===== src/rtl/instruction_fetch_phase_pkg.sv =====
// Shared CPU front-end definitions: word width, reset/bubble constants,
// fetch FSM states and the next-PC select encoding.
package cpu_pkg;

    localparam int          WORD_W    = 32;
    localparam logic [31:0] NOP_INSTR = 32'h0000_0000;
    localparam logic [31:0] RESET_PC  = 32'h0000_0000;

    typedef enum logic {
        BOOT,
        RUN
    } if_state_e;

    typedef enum logic [1:0] {
        SEQ,
        BR,
        J,
        JR
    } pc_sel_e;

    // Redirect targets are word addresses; the low two bits are dropped.
    function automatic logic [WORD_W-1:0] align_word(input logic [WORD_W-1:0] addr);
        return {addr[WORD_W-1:2], 2'b00};
    endfunction

endpackage


===== src/rtl/instruction_fetch_phase_if.sv =====
// Fetch-stage bus: hazard/redirect controls from decode, instruction memory
// port and the IF/ID outputs. master = fetch stage, slave = surrounding core.
interface instruction_fetch_phase_if;
    import cpu_pkg::*;

    logic                Stall;
    logic                Flush;
    logic                Branch;
    logic [WORD_W-1:0]   BranchTarget;
    logic                Jump;
    logic [WORD_W-1:0]   JumpTarget;
    logic                JumpRegister;
    logic [WORD_W-1:0]   JumpRegTarget;
    logic [WORD_W-1:0]   imem_addr;
    logic [WORD_W-1:0]   imem_data;
    logic [WORD_W-1:0]   instr_out;
    logic [WORD_W-1:0]   pc_out;
    logic                valid_out;
    logic                misalign_err;
    logic [WORD_W-1:0]   fetch_count;
    if_state_e           state;

    modport master (
        input  Stall, Flush, Branch, BranchTarget, Jump, JumpTarget,
               JumpRegister, JumpRegTarget, imem_data,
        output imem_addr, instr_out, pc_out, valid_out, misalign_err,
               fetch_count, state
    );

    modport slave (
        output Stall, Flush, Branch, BranchTarget, Jump, JumpTarget,
               JumpRegister, JumpRegTarget, imem_data,
        input  imem_addr, instr_out, pc_out, valid_out, misalign_err,
               fetch_count, state
    );

endinterface


===== src/rtl/instruction_fetch_phase_if_id_register.sv =====
// IF/ID pipeline register. Flush wins over stall so a bubble can be
// inserted while the PC is frozen.
module if_id_register #(
    parameter logic [31:0] NOP_INSTR = cpu_pkg::NOP_INSTR
) (
    input  logic        clk,
    input  logic        rst_n,
    input  logic        stall,
    input  logic        flush,
    input  logic [31:0] instr_in,
    input  logic [31:0] pc_plus4_in,
    output logic [31:0] instr,
    output logic [31:0] pc_plus4,
    output logic        valid
);

    logic [31:0] instr_q, instr_d;
    logic [31:0] pc_plus4_q, pc_plus4_d;
    logic        valid_q, valid_d;

    always_comb begin
        instr_d    = instr_q;
        pc_plus4_d = pc_plus4_q;
        valid_d    = valid_q;
        if (flush) begin
            instr_d    = NOP_INSTR;
            pc_plus4_d = 32'd0;
            valid_d    = 1'b0;
        end else if (!stall) begin
            instr_d    = instr_in;
            pc_plus4_d = pc_plus4_in;
            valid_d    = 1'b1;
        end
    end

    always_ff @(posedge clk or negedge rst_n) begin
        if (!rst_n) begin
            instr_q    <= NOP_INSTR;
            pc_plus4_q <= 32'd0;
            valid_q    <= 1'b0;
        end else begin
            instr_q    <= instr_d;
            pc_plus4_q <= pc_plus4_d;
            valid_q    <= valid_d;
        end
    end

    assign instr    = instr_q;
    assign pc_plus4 = pc_plus4_q;
    assign valid    = valid_q;

endmodule


===== src/rtl/instruction_fetch_phase.sv =====
// Instruction fetch stage: PC register, next-PC select, BOOT/RUN FSM,
// sticky misalignment flag, fetch counter and the IF/ID register.
module instruction_fetch_phase #(
    parameter logic [31:0] RESET_PC  = cpu_pkg::RESET_PC,
    parameter logic [31:0] NOP_INSTR = cpu_pkg::NOP_INSTR
) (
    input  logic                        Clk,
    input  logic                        Reset,
    instruction_fetch_phase_if.master   bus
);

    cpu_pkg::if_state_e state_q, state_d;
    cpu_pkg::pc_sel_e   pc_sel;
    logic [31:0]        pc_q, pc_d;
    logic [31:0]        fetch_count_q, fetch_count_d;
    logic               misalign_q, misalign_d;
    logic [31:0]        raw_target;
    logic [31:0]        pc_plus4;
    logic               advance;
    logic               redirect;
    logic               bubble;
    logic               load_valid;

    always_comb begin
        pc_sel     = cpu_pkg::SEQ;
        raw_target = 32'd0;
        if (bus.JumpRegister) begin
            pc_sel     = cpu_pkg::JR;
            raw_target = bus.JumpRegTarget;
        end else if (bus.Jump) begin
            pc_sel     = cpu_pkg::J;
            raw_target = bus.JumpTarget;
        end else if (bus.Branch) begin
            pc_sel     = cpu_pkg::BR;
            raw_target = bus.BranchTarget;
        end
    end

    assign pc_plus4   = pc_q + 32'd4;
    // Redirects only count when the stage actually advances; a stalled decode
    // re-presents the same redirect next cycle.
    assign advance    = (state_q == cpu_pkg::RUN) && !bus.Stall;
    assign redirect   = advance && (pc_sel != cpu_pkg::SEQ);
    assign bubble     = (state_q == cpu_pkg::BOOT) || bus.Flush || redirect;
    assign load_valid = advance && !bus.Flush && !redirect;

    always_comb begin
        state_d       = cpu_pkg::RUN;
        pc_d          = pc_q;
        misalign_d    = misalign_q;
        fetch_count_d = fetch_count_q;
        if (redirect) begin
            pc_d       = cpu_pkg::align_word(raw_target);
            misalign_d = misalign_q || (raw_target[1:0] != 2'b00);
        end else if (advance) begin
            pc_d = pc_plus4;
        end
        if (load_valid) begin
            fetch_count_d = fetch_count_q + 32'd1;
        end
    end

    always_ff @(posedge Clk or negedge Reset) begin
        if (!Reset) begin
            state_q       <= cpu_pkg::BOOT;
            pc_q          <= RESET_PC;
            misalign_q    <= 1'b0;
            fetch_count_q <= 32'd0;
        end else begin
            state_q       <= state_d;
            pc_q          <= pc_d;
            misalign_q    <= misalign_d;
            fetch_count_q <= fetch_count_d;
        end
    end

    logic [31:0] ifid_instr;
    logic [31:0] ifid_pc;
    logic        ifid_valid;

    if_id_register #(
        .NOP_INSTR (NOP_INSTR)
    ) u_if_id (
        .clk         (Clk),
        .rst_n       (Reset),
        .stall       (bus.Stall),
        .flush       (bubble),
        .instr_in    (bus.imem_data),
        .pc_plus4_in (pc_plus4),
        .instr       (ifid_instr),
        .pc_plus4    (ifid_pc),
        .valid       (ifid_valid)
    );

    assign bus.imem_addr    = pc_q;
    assign bus.instr_out    = ifid_instr;
    assign bus.pc_out       = ifid_pc;
    assign bus.valid_out    = ifid_valid;
    assign bus.misalign_err = misalign_q;
    assign bus.fetch_count  = fetch_count_q;
    assign bus.state        = state_q;

endmodule


===== src/flat_wrapper.sv =====
// flat-port wrapper written by rule: the top's interface ports become plain ports
module instruction_fetch_phase_flat 
#(
    parameter logic [31:0] RESET_PC  = cpu_pkg::RESET_PC,
    parameter logic [31:0] NOP_INSTR = cpu_pkg::NOP_INSTR
)
  (Clk, Reset, bus_Stall, bus_Flush, bus_Branch, bus_BranchTarget, bus_Jump, bus_JumpTarget, bus_JumpRegister, bus_JumpRegTarget, bus_imem_data, bus_imem_addr, bus_instr_out, bus_pc_out, bus_valid_out, bus_misalign_err, bus_fetch_count, bus_state);
  instruction_fetch_phase_if bus_i ();
  input  logic Clk;
  input  logic Reset;
  input wire logic [$bits(bus_i.Stall)-1:0] bus_Stall;
  input wire logic [$bits(bus_i.Flush)-1:0] bus_Flush;
  input wire logic [$bits(bus_i.Branch)-1:0] bus_Branch;
  input wire logic [$bits(bus_i.BranchTarget)-1:0] bus_BranchTarget;
  input wire logic [$bits(bus_i.Jump)-1:0] bus_Jump;
  input wire logic [$bits(bus_i.JumpTarget)-1:0] bus_JumpTarget;
  input wire logic [$bits(bus_i.JumpRegister)-1:0] bus_JumpRegister;
  input wire logic [$bits(bus_i.JumpRegTarget)-1:0] bus_JumpRegTarget;
  input wire logic [$bits(bus_i.imem_data)-1:0] bus_imem_data;
  output wire logic [$bits(bus_i.imem_addr)-1:0] bus_imem_addr;
  output wire logic [$bits(bus_i.instr_out)-1:0] bus_instr_out;
  output wire logic [$bits(bus_i.pc_out)-1:0] bus_pc_out;
  output wire logic [$bits(bus_i.valid_out)-1:0] bus_valid_out;
  output wire logic [$bits(bus_i.misalign_err)-1:0] bus_misalign_err;
  output wire logic [$bits(bus_i.fetch_count)-1:0] bus_fetch_count;
  output wire logic [$bits(bus_i.state)-1:0] bus_state;
  assign bus_i.Stall = bus_Stall;
  assign bus_i.Flush = bus_Flush;
  assign bus_i.Branch = bus_Branch;
  assign bus_i.BranchTarget = bus_BranchTarget;
  assign bus_i.Jump = bus_Jump;
  assign bus_i.JumpTarget = bus_JumpTarget;
  assign bus_i.JumpRegister = bus_JumpRegister;
  assign bus_i.JumpRegTarget = bus_JumpRegTarget;
  assign bus_i.imem_data = bus_imem_data;
  assign bus_imem_addr = bus_i.imem_addr;
  assign bus_instr_out = bus_i.instr_out;
  assign bus_pc_out = bus_i.pc_out;
  assign bus_valid_out = bus_i.valid_out;
  assign bus_misalign_err = bus_i.misalign_err;
  assign bus_fetch_count = bus_i.fetch_count;
  assign bus_state = bus_i.state;
  instruction_fetch_phase #(.RESET_PC(RESET_PC), .NOP_INSTR(NOP_INSTR)) u_core (.Clk(Clk), .Reset(Reset), .bus(bus_i));
endmodule

===== config.mk =====
export PLATFORM = sky130hd
export DESIGN_NAME = instruction_fetch_phase_flat
export DESIGN_NICKNAME = d
export VERILOG_FILES = /design/src/rtl/instruction_fetch_phase_pkg.sv /design/src/rtl/instruction_fetch_phase_if.sv /design/src/rtl/instruction_fetch_phase_if_id_register.sv /design/src/rtl/instruction_fetch_phase.sv /design/src/flat_wrapper.sv
export SDC_FILE = /design/constraint.sdc
export NUM_CORES = 1
export LEC_CHECK = 0
export ABC_AREA = 1
export BUFFER_PORTS_ARGS = -buffer_cell sky130_fd_sc_hd__buf_2
export CAP_MARGIN = 20
export CORE_MARGIN = 4
export CORE_UTILIZATION = 30
export CTS_BUF_LIST = sky130_fd_sc_hd__clkbuf_4 sky130_fd_sc_hd__clkbuf_8
export DETAILED_ROUTE_END_ITERATION = 16
export PLACE_DENSITY = 0.53
export SETUP_SLACK_MARGIN = 0.3
export SKIP_LAST_GASP = 1
export SLEW_MARGIN = 20
export SYNTH_ARGS = -nofsm -noshare
export SYNTH_HDL_FRONTEND = slang
export SYNTH_SLANG_ARGS = --single-unit

===== constraint.sdc =====
create_clock -name Clk -period 1.8 [get_ports Clk]
set_clock_uncertainty 0.2 [all_clocks]
set_input_delay 0.36 -clock Clk [delete_from_list [all_inputs] [get_ports Clk]]
set_output_delay 0.36 -clock Clk [all_outputs]
set_load 0.01 [all_outputs]

* Yosys cells after proc, flatten, opt, wreduce, memory -nomap -nowiden
Cells that the tools add are included.
** Word-level totals
- Register bits after elaboration :: 131
- Input port bits :: 135
- Output and inout bits :: 131
- Logic and storage cells :: 38
** Operators by class
- Add/sub/neg operators :: 2
- Eq/ne operators :: 1
- Multiplexer cells :: 14
- Bitwise operators :: 1
- Reductions and logical operators :: 13
** Operators with widths (count)
- two-way mux 32 bit :: 9
- adder 32 x 1 -> 32 bit (second input constant) :: 1
- adder 32 x 3 -> 32 bit (second input constant) :: 1
- nonzero test 2 bit :: 3
- logical AND 1 bit :: 4
- two-way mux 2 bit :: 2
- logical NOT 1 bit :: 3
- logical OR 1 bit :: 3
- two-way mux 1 bit :: 3
- inequality test 2 x 1 -> 1 bit (second input constant) :: 1
- NOT 1 bit :: 1

* Depth between registers and ports, before layout
Gate-level depths: netlist (run 1).
- Depth after elaboration :: 7
- Mapped depth :: 11

* Hierarchy
A second synthesis (run 1) with hierarchy kept.
** Unflattened totals
- Cells, all modules :: 996
- Area, all modules :: 7484.7 sq um
** Modules (own cells, without submodules)
- instruction_fetch_phase :: times used 1, cells an instance 716, area an instance 4865.9 sq um, sequential area each 1601.5 sq um
- if_id_register :: times used 1, cells an instance 280, area an instance 2618.8 sq um, sequential area each 1626.6 sq um

* Worst setup path after synthesis (run 1)
OpenSTA, ideal clock, no wires.
- Kind :: reg2reg
- From :: reg u_core.pc_q[2], in the netlist u_core.bus.imem_addr[2]
- To :: reg u_core.pc_q[14], in the netlist u_core.bus.imem_addr[14]
- Setup time :: 0.123 ns
- Arrival :: 1.508 ns
- Setup slack :: -0.031 ns
- Cell stages (with the launch flop) :: 9
- Path buffers :: 0
- Clock period less this slack :: 1.831 ns
- Cell sequence :: dfrtp_1 ha_1 nand2_1 nor2_2 nand2_1 nor2_2 xor2_1 o21ai_0 nand2_1
** Between the ends
- Longest elaborated chain between the ends :: 3
** RTL lines
- start, declared :: line instruction_fetch_phase.sv:14 : logic [31:0] pc_q, pc_d;
- start signal, assigned :: line instruction_fetch_phase.sv:71 : pc_q <= pc_d;
- adder 32 x 3 -> 32 bit :: line instruction_fetch_phase.sv:39 : assign pc_plus4 = pc_q + 32'd4;
- two-way mux 32 bit :: line instruction_fetch_phase.sv:55 : end else if (advance) begin
- two-way mux 32 bit :: line instruction_fetch_phase.sv:52 : if (redirect) begin
Every way passes these cells. The select of a mux whose other input is x is not followed.
A chain may end at the register's enable or synchronous reset.

* Worst setup path after layout (run 1)
- From :: reg u_core.state_q, in the netlist u_core.bus.state
- To :: reg u_core.u_if_id.instr_q[16], in the netlist u_core.u_if_id.instr[16]
** Between the ends
- Longest elaborated chain between the ends :: 4
- Elaborated cells between the ends (all ways) :: 7
- Classes of those cells :: eq/ne (1); mux (1); bitwise (1); reduce/logical (4)
** RTL lines
- start, declared :: line instruction_fetch_phase.sv:12 : cpu_pkg::if_state_e state_q, state_d;
- start signal, assigned :: line instruction_fetch_phase.sv:65 : state_q <= cpu_pkg::BOOT;
- start signal, assigned :: line instruction_fetch_phase.sv:70 : state_q <= state_d;
- logical AND 1 bit / NOT 1 bit (equally long branches) :: line instruction_fetch_phase.sv:42, instruction_fetch_phase.sv:44
- logical AND 1 bit / logical OR 1 bit (equally long branches) :: line instruction_fetch_phase.sv:43, instruction_fetch_phase.sv:44
- logical OR 1 bit * :: line instruction_fetch_phase.sv:44 : assign bubble = (state_q == cpu_pkg::BOOT) || bus.Flush || redirect;
- inequality test 2 x 1 -> 1 bit (no source line) / two-way mux 32 bit (equally long branches)
- end signal, assigned :: line instruction_fetch_phase_if_id_register.sv:42 : instr_q <= instr_d;
- end, declared :: line instruction_fetch_phase_if_id_register.sv:17 : logic [31:0] instr_q, instr_d;
Mark *: on every way between the ends. The rest lies on a longest branch, timed or not.

==> metrics, run 1 <==
RSZ-0062 raised after global routing=yes; drt initial violations=470; clock latency on the worst-skew pair=0.44 ns; Unique masters post-synth=34; Ys Warns=0; outcome=finished, violations left; grt ovf=0; Synth Register Bits=128; CTS root buffer=clkbuf_8; largest area contributor in the netlist=dfrtp_1; syn avg cell area=about 7.5 sq um; period utilisation layout=1.044; crit-path cells=inv_2, nor2_1, buf_4, nand3_4, buf_12, clkinv_8, buf_12, buf_12, buf_16, a22o_1; layout cells sized above 1=0.5214; cell-internal power=6.052 mW; Slew Viols, Final=0; pin count of the biggest net entering global routing=43; Crit Path Category=flip-flop to flip-flop; row count=55; first-pass GRT wire length=between 40 and 50 mm; die height=161.5 um; Final Critical Period=1.879 ns; failing checks=setup timing; H-tree depth=4; switching fraction of total power=0.3090; post-detail-place hpwl=between 15 and 20 mm; Critical-path top delay cell=dfrtp_1; maximum clock frequency=around 530 MHz; Psw=2.706 mW; Layout area overhead=93.10%; fin nets=1,623; # port buffers=263; Clock power frac=0.325; first-pass detailed-route iteration total=5; DRC Markers=0; VDD IR-drop max=431.4 uV; Vias per Instance=4.696; die area=0.02610 sq mm; Reg power frac=0.374; Initial Utilization=0.3087; RePlAce Congestion=0.8772; Post-Route WL=30.41 mm; most used cell, CP=buf_12; CP startpoint kind=flip-flop; setup ws final=-0.07892 ns; Comb power frac=0.301; clock sink count=128; Data required, critical path=~1.9 ns; detailed-route via count=8,504; Gate Count Post-Synth=945; max incr delay on CP=0.39 ns; CP max FO=5; final hold violation count=0; Max clock buf depth=2; CTS clk-pin slew, worst paths=around 0.090 ns; Place WS=-0.07581 ns; gr usage total=0.2182; Setup crit end kind=flip-flop; static leakage=7.063 nW; Max-Cap Viols=0; final setup fails=27; Die Wd=161.5 um; Post-Syn Area=0.007073 sq mm; Fin Hold WS=0.03233 ns; antenna viol nets, final=0; initial antenna violation count=0; delay-heaviest family, CP=buffers and inverters; sequential fraction of the synthesis area=0.4529; CP bufs+invs=7; antenna cell count=0; number of placed I/O pins=266; WL/cell=about 17 um; largest cells by area after synthesis=dfrtp_1 (45%), nand2_1 (17%), nor2_1 (6.2%); data arrival time of the worst path=~2.0 ns; power density over the cells=approximately 640 mW/mm^2; CTS tree=yes; number of global-route vias before repair=8,322; top cell type's share of synthesized area=0.4529; total CTS buffers=17; Hold Crit Class=input port to flip-flop; total core area=0.02292 sq mm; Design Power=8.758 mW
## registers in the layout, summed over array words and instances, names as in the netlist
name / flops
u_core.u_if_id.valid: 1
u_core.bus.fetch_count: 32
u_core.bus.misalign_err: 1
u_core.u_if_id.instr: 32
u_core.bus.imem_addr: 30
u_core.bus.state: 1
u_core.u_if_id.pc_plus4: 31
## power groups by stage
stage,clock [mW],sequential (mW),combinational [mW]
floorplan,0,3.39,0.695
global placement,0,3.33,1.62
detailed placement,0,3.33,1.63
CTS,2.90,3.27,2.34
global route,3.05,3.30,2.86
finish,2.85,3.27,2.64
## routing by layer
layer | track usage | up-vias | share of wire | wire, um
li1 | - | 4160 | - | -
met1 | 0.2712 | 3957 | 0.41 | 12540
met2 | 0.3819 | 354 | 0.50 | 15090
met3 | 0.05512 | 33 | 0.075 | 2279
met4 | 0.05079 | 0 | 0.017 | 503
met5 | 0 | - | 0 | 0
## cell families after synthesis
group           count (synthesis)  synth area share
flops                         128            0.4529
other cells                     2          0.001062
compound gates                150            0.1350
simple gates                  529            0.3080
xor+xnor                       33           0.04086
fa+ha+maj                       2          0.003537
buf+inv                       101           0.05873
## area by class of cell
cell class                 count  area [sq um]
tap                          313         391.6
sequential                   128          3239
timing repair buffer         560          4923
multi-input combinational    717          4387
timing repair inverter         1         11.26
clock buffer                  21         282.8
clock inverter                10         158.9
fill                        1996          9258
inverter                      61         264.0
## cells in the mapped netlist
master and number:
o311ai_0 1, o211ai_1 2, a22oi_1 14, clkbuf_1 23
nand3b_1 5, nand2_1 326, a31oi_1 1, nor3_1 15
buf_4 6, o21ai_0 44, nor2_8 1, nand4_1 5
conb_1 2, nor2_1 116, nand3_1 49, o21bai_1 3
a22o_1 38, xnor2_1 8, ha_1 2, nor2_2 2
inv_2 4, nor2_4 4, and2_1 1, or3_1 1
o221ai_1 1, nand3_4 1, buf_2 11, a32o_1 1
xor2_1 25, nor3_2 1, a21oi_1 45, nand2_2 2
inv_1 57, dfrtp_1 128
## layout by cell type (no fill, tap or decap), types with 4 or more instances in the layout
master / count
buf_4: 169
dlygate4sd3_1: 33
a22o_1: 38
a22oi_1: 14
nand2_2: 51
xnor2_1: 5
nor3_4: 8
xor2_1: 15
buf_8: 4
dfrtp_1: 99
o21ai_0: 28
nand3_4: 6
nor2_1: 70
a21oi_1: 35
nand3b_1: 5
buf_6: 133
buf_12: 16
bufinv_16: 4
nand4_1: 5
nor2_4: 29
a21oi_2: 10
nor3_1: 4
nand3_1: 32
xor2_2: 8
o21ai_1: 14
inv_2: 8
nand3_2: 12
nand2_1: 258
clkbuf_8: 20
inv_1: 49
dfrtp_2: 29
nor3_2: 4
nor2_2: 23
buf_2: 186
nand2_4: 18
buf_16: 16
## final timing paths
check | from | to | slack (ns) | depth (start not counted)
worst max-delay path | u_core.bus.state | u_core.u_if_id.instr[16] | -0.08 | 10
worst min register to register | u_core.u_if_id.pc_plus4[27] | u_core.u_if_id.pc_plus4[27] | 0.30 | 2
worst min-delay path | bus_JumpRegTarget[6] | u_core.bus.imem_addr[6] | 0.03 | 3
worst max register to register | u_core.bus.state | u_core.u_if_id.instr[16] | -0.08 | 10
max in group asynchronous | Reset | u_core.bus.fetch_count[6] | 0.64 | 3
min in group asynchronous | Reset | u_core.bus.fetch_count[12] | 0.18 | 2
## per-stage QoR
| step | util | instances | TNS [ns] | instance area (sq um) |
|---|---|---|---|---|
| 5_1_grt | 0.5960 | 1811 | -4.793 | 13660 |
| 4_1_cts | 0.5483 | 1759 | 0 | 12560 |
| 3_5_place_dp | 0.4123 | 1558 | -0.2352 | 9448 |
| 2_1_floorplan | - | 946 | 0 | 7328 |
| 6_report | 0.5960 | 1811 | -0.7201 | 13660 |
| 3_3_place_gp | 0.4123 | 1558 | -0.07850 | 9448 |
## worst min-delay path: stages
cell and delay, ns:
buf_2 0.07, o21ai_0 0.07, a21oi_1 0.14
## timing repair
action	4_1_cts	5_1_grt
pin swaps	67	75
cloned	16	4
setup buffers	121	48
setup endpoints to repair	252	256
hold buffers	33	0
endpoints found under the hold margin	160	0
gates resized for setup	262	160
Power figures use the tool's default switching activity.
==> run 2: changes to the inputs <==
--- a/config.mk
+++ b/config.mk
@@ -19,3 +19,4 @@
 export SYNTH_ARGS = -nofsm -noshare
 export SYNTH_HDL_FRONTEND = slang
 export SYNTH_SLANG_ARGS = --single-unit
+export TNS_END_PERCENT = 50
==> metrics, run 2 (same netlist as run 1, synthesis figures left out) <==
VDD IR-drop max=354.0 uV (-18%); die height=161.5 um (unchanged); Finished Layout Cells=1,742 (-3.8%); Setup crit end kind=flip-flop; pin count of the biggest net entering global routing=37 (-14%); Place WS=-0.04883 ns (+0.02697 ns); Data required, critical path=1.96 ns (+0.03 ns); Initial Utilization=0.3087 (unchanged); CTS clk-pin slew, worst paths=0.09 ns (about the same); Routed met3 length=1.930 mm (-15%); final hold violation count=0 (unchanged); delay-heaviest family, CP=flip-flops; gr usage total=0.2090 (-0.009276); clock latency on the worst-skew pair=0.44 ns (about the same); Crit Path Category=flip-flop to flip-flop; failing checks=setup timing; Design Power=9.036 mW (+3.2%); wire length on met2=14.26 mm (-5.5%); Final TNS setup=-0.1857 ns (+0.5343 ns); fin nets=1,553 (-4.3%); placed inst area=0.009502 sq mm (+0.57%); RePlAce Congestion=0.8187 (-6.7%); design area=0.01273 sq mm (-6.8%); outcome=finished, violations left; antenna cell count=0 (unchanged); WL/cell=16.62 um (-1.0%); data arrival time of the worst path=1.99 ns (-0.02 ns); static leakage=6.497 nW (-8.0%); row count=55 (unchanged); final setup fails=10 (-63%); total core area=0.02292 sq mm (unchanged); Hold Crit Class=input port to flip-flop; number of placed I/O pins=266 (unchanged); placed insts=1,571 (+0.83%); Met1 Wirelength=12.14 mm (-3.2%); Util after Layout=0.5555 (-0.04051); antenna viol nets, final=0 (unchanged); H-tree depth=4 (unchanged); setup ws final=-0.03181 ns (+0.04711 ns); period utilisation layout=1.018 (-0.02617); first-pass detailed-route iteration total=5 (unchanged); CP max FO=5 (unchanged); post-detail-place hpwl=20.03 mm (+1.6%); total CTS buffers=17 (unchanged); CTS root buffer=clkbuf_8; initial antenna violation count=0 (unchanged); Vias per Instance=4.739 (+0.93%); Max Used Layer=met4; layout cells sized above 1=0.4962 (-0.02521); RSZ-0062 raised after global routing=yes; Final Critical Period=1.832 ns (-0.04711 ns); Fin Hold WS=0.06475 ns (+0.03243 ns); grt ovf=0 (unchanged); Max clock buf depth=2 (unchanged); die area=0.02610 sq mm (unchanged); number of global-route vias before repair=8,229 (-1.1%); CTS tree=yes; CP bufs+invs=2 (-5); most frequent cells in the layout=nand2_1 (253), buf_2 (220), buf_4 (119), dfrtp_1 (106), buf_6 (92); DRC Markers=0 (unchanged); Layout area overhead=79.98%; Max-Cap Viols=0 (unchanged); Post-Route WL=28.96 mm (-4.8%); most used cell, CP=buf_4; max incr delay on CP=0.41 ns (+0.02 ns); crit-path cells=ha_2, nand2_2, nor2_4, buf_4, nand2_4, xor2_4, buf_4, o21ai_0; clock sink count=128 (unchanged); detailed-route via count=8,256 (-2.9%); Die Wd=161.5 um (unchanged); CP startpoint kind=flip-flop; Critical-path top delay cell=dfrtp_2; Slew Viols, Final=0 (unchanged); most common cell after layout, fill and taps aside=nand2_1; # port buffers=263 (unchanged); drt initial violations=358 (-24%); first-pass GRT wire length=43.36 mm (-3.6%); maximum clock frequency=545.9 MHz (+2.6%); power density over the cells=709.8 mW/mm^2 (+11%)
-- run 2: cell types whose count changed in the layout (fill, tap and decap cells not counted), moves of 7 or more --
cell     before  now
dfrtp_2      29   22
nand3_2      12   19
buf_2       186  220
nand2_2      51   58
buf_4       169  119
dfrtp_1      99  106
buf_6       133   92
buf_16       16    4
-- run 2: worst register-to-register path, delay by kind of cell, from the launching register on --
| kind | cells | cell delay, ns |
|---|---|---|
| AND/OR/NAND/NOR | 3 | 0.32 |
| adder cells (fa/ha/maj) | 1 | 0.21 |
| AO/OA/AOI/OAI | 1 | 0.14 |
| flip-flops | 1 | 0.41 |
| XOR/XNOR | 1 | 0.17 |
| buffers and inverters | 2 | 0.30 |
-- run 2: metal layers --
| metal | GRT usage | up-vias |
|---|---|---|
| met5 | 0 | - |
| met4 | 0.06708 | 0 |
| met3 | 0.04287 | 39 |
| met2 | 0.3527 | 326 |
| met1 | 0.2693 | 3862 |
| li1 | - | 4029 |
-- run 2: final timing paths --
path,start,endpoint,slack (ns),depth (start not counted)
setup / recovery,u_core.bus.imem_addr[2],u_core.u_if_id.pc_plus4[10],-0.03,8
hold / removal,bus_JumpRegTarget[6],u_core.bus.imem_addr[6],0.06,3
setup reg to reg,u_core.bus.imem_addr[2],u_core.u_if_id.pc_plus4[10],-0.03,8
hold reg to reg,u_core.u_if_id.pc_plus4[13],u_core.u_if_id.pc_plus4[13],0.27,2
max in group asynchronous,Reset,u_core.bus.imem_addr[13],0.65,3
min in group asynchronous,Reset,u_core.bus.fetch_count[19],0.19,2
-- run 2: cell type report --
cell class	instances	area, sq um
Tap cell	313	391.6
Sequential cell	128	3231
Fill cell	2102	10190
Multi-Input combinational cell	717	4379
Clock buffer	18	247.7
Inverter	61	267.8
Clock inverter	14	261.5
Timing Repair Buffer	491	3951
-- run 2: power by group --
part,internal [mW],switching (mW)
combinational,1.30,1.25
clock,1.97,1.24
sequential,3.05,0.227
-- run 2: timing repair --
item                                   in CTS  in global routing
resized for setup                         222                129
cloned                                      3                  9
hold buffers                               34                  0
pin swaps                                  52                 86
setup endpoints to repair                 251                254
buffers inserted                           75                 18
endpoints found under the hold margin     161                  0
==> run 3: changes to the inputs <==
--- a/config.mk
+++ b/config.mk
@@ -13,6 +13,7 @@
 export CTS_BUF_LIST = sky130_fd_sc_hd__clkbuf_4 sky130_fd_sc_hd__clkbuf_8
 export DETAILED_ROUTE_END_ITERATION = 16
 export PLACE_DENSITY = 0.53
+export RECOVER_POWER = 25
 export SETUP_SLACK_MARGIN = 0.3
 export SKIP_LAST_GASP = 1
 export SLEW_MARGIN = 20
==> metrics, run 3 (same netlist as run 1, synthesis figures left out) <==
outcome=finished, violations left; failing checks=setup timing; Place WS=-0.04883 ns (unchanged); data arrival time of the worst path=1.99 ns (about the same); Post-Route WL=28.96 mm (about the same); number of placed I/O pins=266 (unchanged); crit-path cells=ha_2, nand2_2, nor2_4, buf_4, nand2_4, xor2_4, buf_4, o21ai_0; antenna cell count=0 (unchanged); CP startpoint kind=flip-flop; RePlAce Congestion=0.8187 (unchanged); post-detail-place hpwl=20.03 mm (unchanged); layout cells sized above 1=0.4962 (unchanged); most used cell, CP=buf_4; Design Power=9.034 mW (about the same); RSZ-0062 raised after global routing=yes; total core area=0.02292 sq mm (unchanged); row count=55 (unchanged); number of global-route vias before repair=8,229 (unchanged); Crit Path Category=flip-flop to flip-flop; Layout area overhead=79.82% (about the same); clock latency on the worst-skew pair=0.44 ns (about the same); Vias per Instance=4.742 (about the same); Die Wd=161.5 um (unchanged); FF-to-FF setup slack=-0.03 ns (about the same); WL/cell=16.62 um (about the same); first-pass GRT wire length=43.36 mm (unchanged); pin count of the biggest net entering global routing=37 (unchanged); final hold violation count=0 (unchanged); final setup fails=10 (unchanged); first-pass detailed-route iteration total=5 (unchanged); Slew Viols, Final=0 (unchanged); Setup crit end kind=flip-flop; maximum clock frequency=545.9 MHz (unchanged); Setup crit start=u_core.bus.imem_addr[2]; Worst slew margin=0.3162; Max clock buf depth=2 (unchanged); detailed-route via count=8,261 (+0.061%); Initial Utilization=0.3087 (unchanged); most common cell after layout, fill and taps aside=nand2_1; Util after Layout=0.5550 (about the same); Max-Cap Viols=0 (unchanged); total CTS buffers=17 (unchanged); Critical-path top delay cell=dfrtp_2; fin nets=1,553 (unchanged); Critical R2R Launch=u_core.bus.imem_addr[2]; measured slew at the worst slew-check pin=1.026 ns; hold path depth=3 (unchanged); CTS root buffer=clkbuf_8; static leakage=6.493 nW (about the same); FF-to-FF End=u_core.u_if_id.pc_plus4[10]; period utilisation layout=1.018 (unchanged); power density over the cells=710.3 mW/mm^2 (about the same); worst-case reg-to-reg path depth=8 (unchanged); die height=161.5 um (unchanged); setup ws final=-0.03181 ns (unchanged); CP max FO=5 (unchanged); most frequent cells in the layout=nand2_1 (253), buf_2 (220), buf_4 (118), dfrtp_1 (106), buf_6 (91); VDD IR-drop max=354.0 uV (unchanged); CTS clk-pin slew, worst paths=0.09 ns (about the same); H-tree depth=4 (unchanged); DRC Markers=0 (unchanged); max incr delay on CP=0.41 ns (about the same); CTS tree=yes; Final Critical Period=1.832 ns (unchanged); Hold Crit Class=input port to flip-flop; gr usage total=0.2090 (unchanged); hold path start=bus_JumpRegTarget[6]; die area=0.02610 sq mm (unchanged); grt ovf=0 (unchanged); clock sink count=128 (unchanged); antenna viol nets, final=0 (unchanged); initial antenna violation count=0 (unchanged); Data required, critical path=1.96 ns (about the same); Final TNS setup=-0.1857 ns (-0.00001200 ns); drt initial violations=358 (unchanged); Fin Hold WS=0.06474 ns (-0.00001180 ns); # port buffers=263 (unchanged); Worst Hold Path EP=u_core.bus.imem_addr[6]
==> run 3: how the worst max path moves through the flow <==
stage | to | slack [ns] | cells after the start
2_1_floorplan | u_core.bus.imem_addr[14] | 0.09 | 8
4_1_cts | u_core.bus.imem_addr[30] | 0.04 | 9
6_report | u_core.u_if_id.pc_plus4[10] | -0.03 | 8
5_1_grt | u_core.bus.imem_addr[12] | -0.13 | 7
3_3_place_gp | u_core.bus.imem_addr[12] | -0.03 | 8
3_5_place_dp | u_core.bus.imem_addr[12] | -0.05 | 8
==> run 3: metrics by stage <==
step,instances,area (sq um)
2_1_floorplan,946,7274
4_1_cts,1715,11920
3_5_place_dp,1571,9502
3_3_place_gp,1571,9502
5_1_grt,1742,12720
6_report,1742,12720
==> run 3: per-layer routing <==
| metal | vias up | GRT usage | wire length [um] |
|---|---|---|---|
| met5 | - | 0 | 0 |
| met2 | 328 | 0.3527 | 14260 |
| met1 | 3863 | 0.2693 | 12130 |
| met4 | 0 | 0.06708 | 632 |
| met3 | 39 | 0.04287 | 1945 |
| li1 | 4031 | - | - |
==> run 3: layout make-up <==
| type | count | area, sq um |
|---|---|---|
| clock inverters | 14 | 261.5 |
| inverters | 61 | 267.8 |
| well taps | 313 | 391.6 |
| repair buffers | 491 | 3940 |
| fillers | 2104 | 10200 |
| multi-input cells | 717 | 4379 |
| flip-flops and latches | 128 | 3231 |
| clock buffers | 18 | 247.7 |
==> run 3: power by group <==
part | leakage (nW) | internal (mW) | switching [mW] | total (mW)
registers | 1.66 | 3.05 | 0.227 | 3.28
logic | 4.58 | 1.30 | 1.25 | 2.54
clock network | 0.249 | 1.97 | 1.24 | 3.21
total | 6.49 | 6.32 | 2.72 | 9.03
==> run 3: critical path, delay by kind of cell, from the launching register on <==
family          cells  cell delay (ns)
buf+inv             2             0.28
simple gates        3             0.32
compound gates      1             0.14
flops               1             0.41
xor+xnor            1             0.17
fa+ha+maj           1             0.21
==> run 3: repair_timing <==
| item | in CTS | in global routing |
|---|---|---|
| hold endpoints to repair | 161 | 0 |
| setup buffers | 75 | 18 |
| pin swaps | 52 | 86 |
| gates resized for setup | 222 | 129 |
| cloned | 3 | 9 |
| setup endpoints to repair | 251 | 254 |
| hold buffers | 34 | 0 |
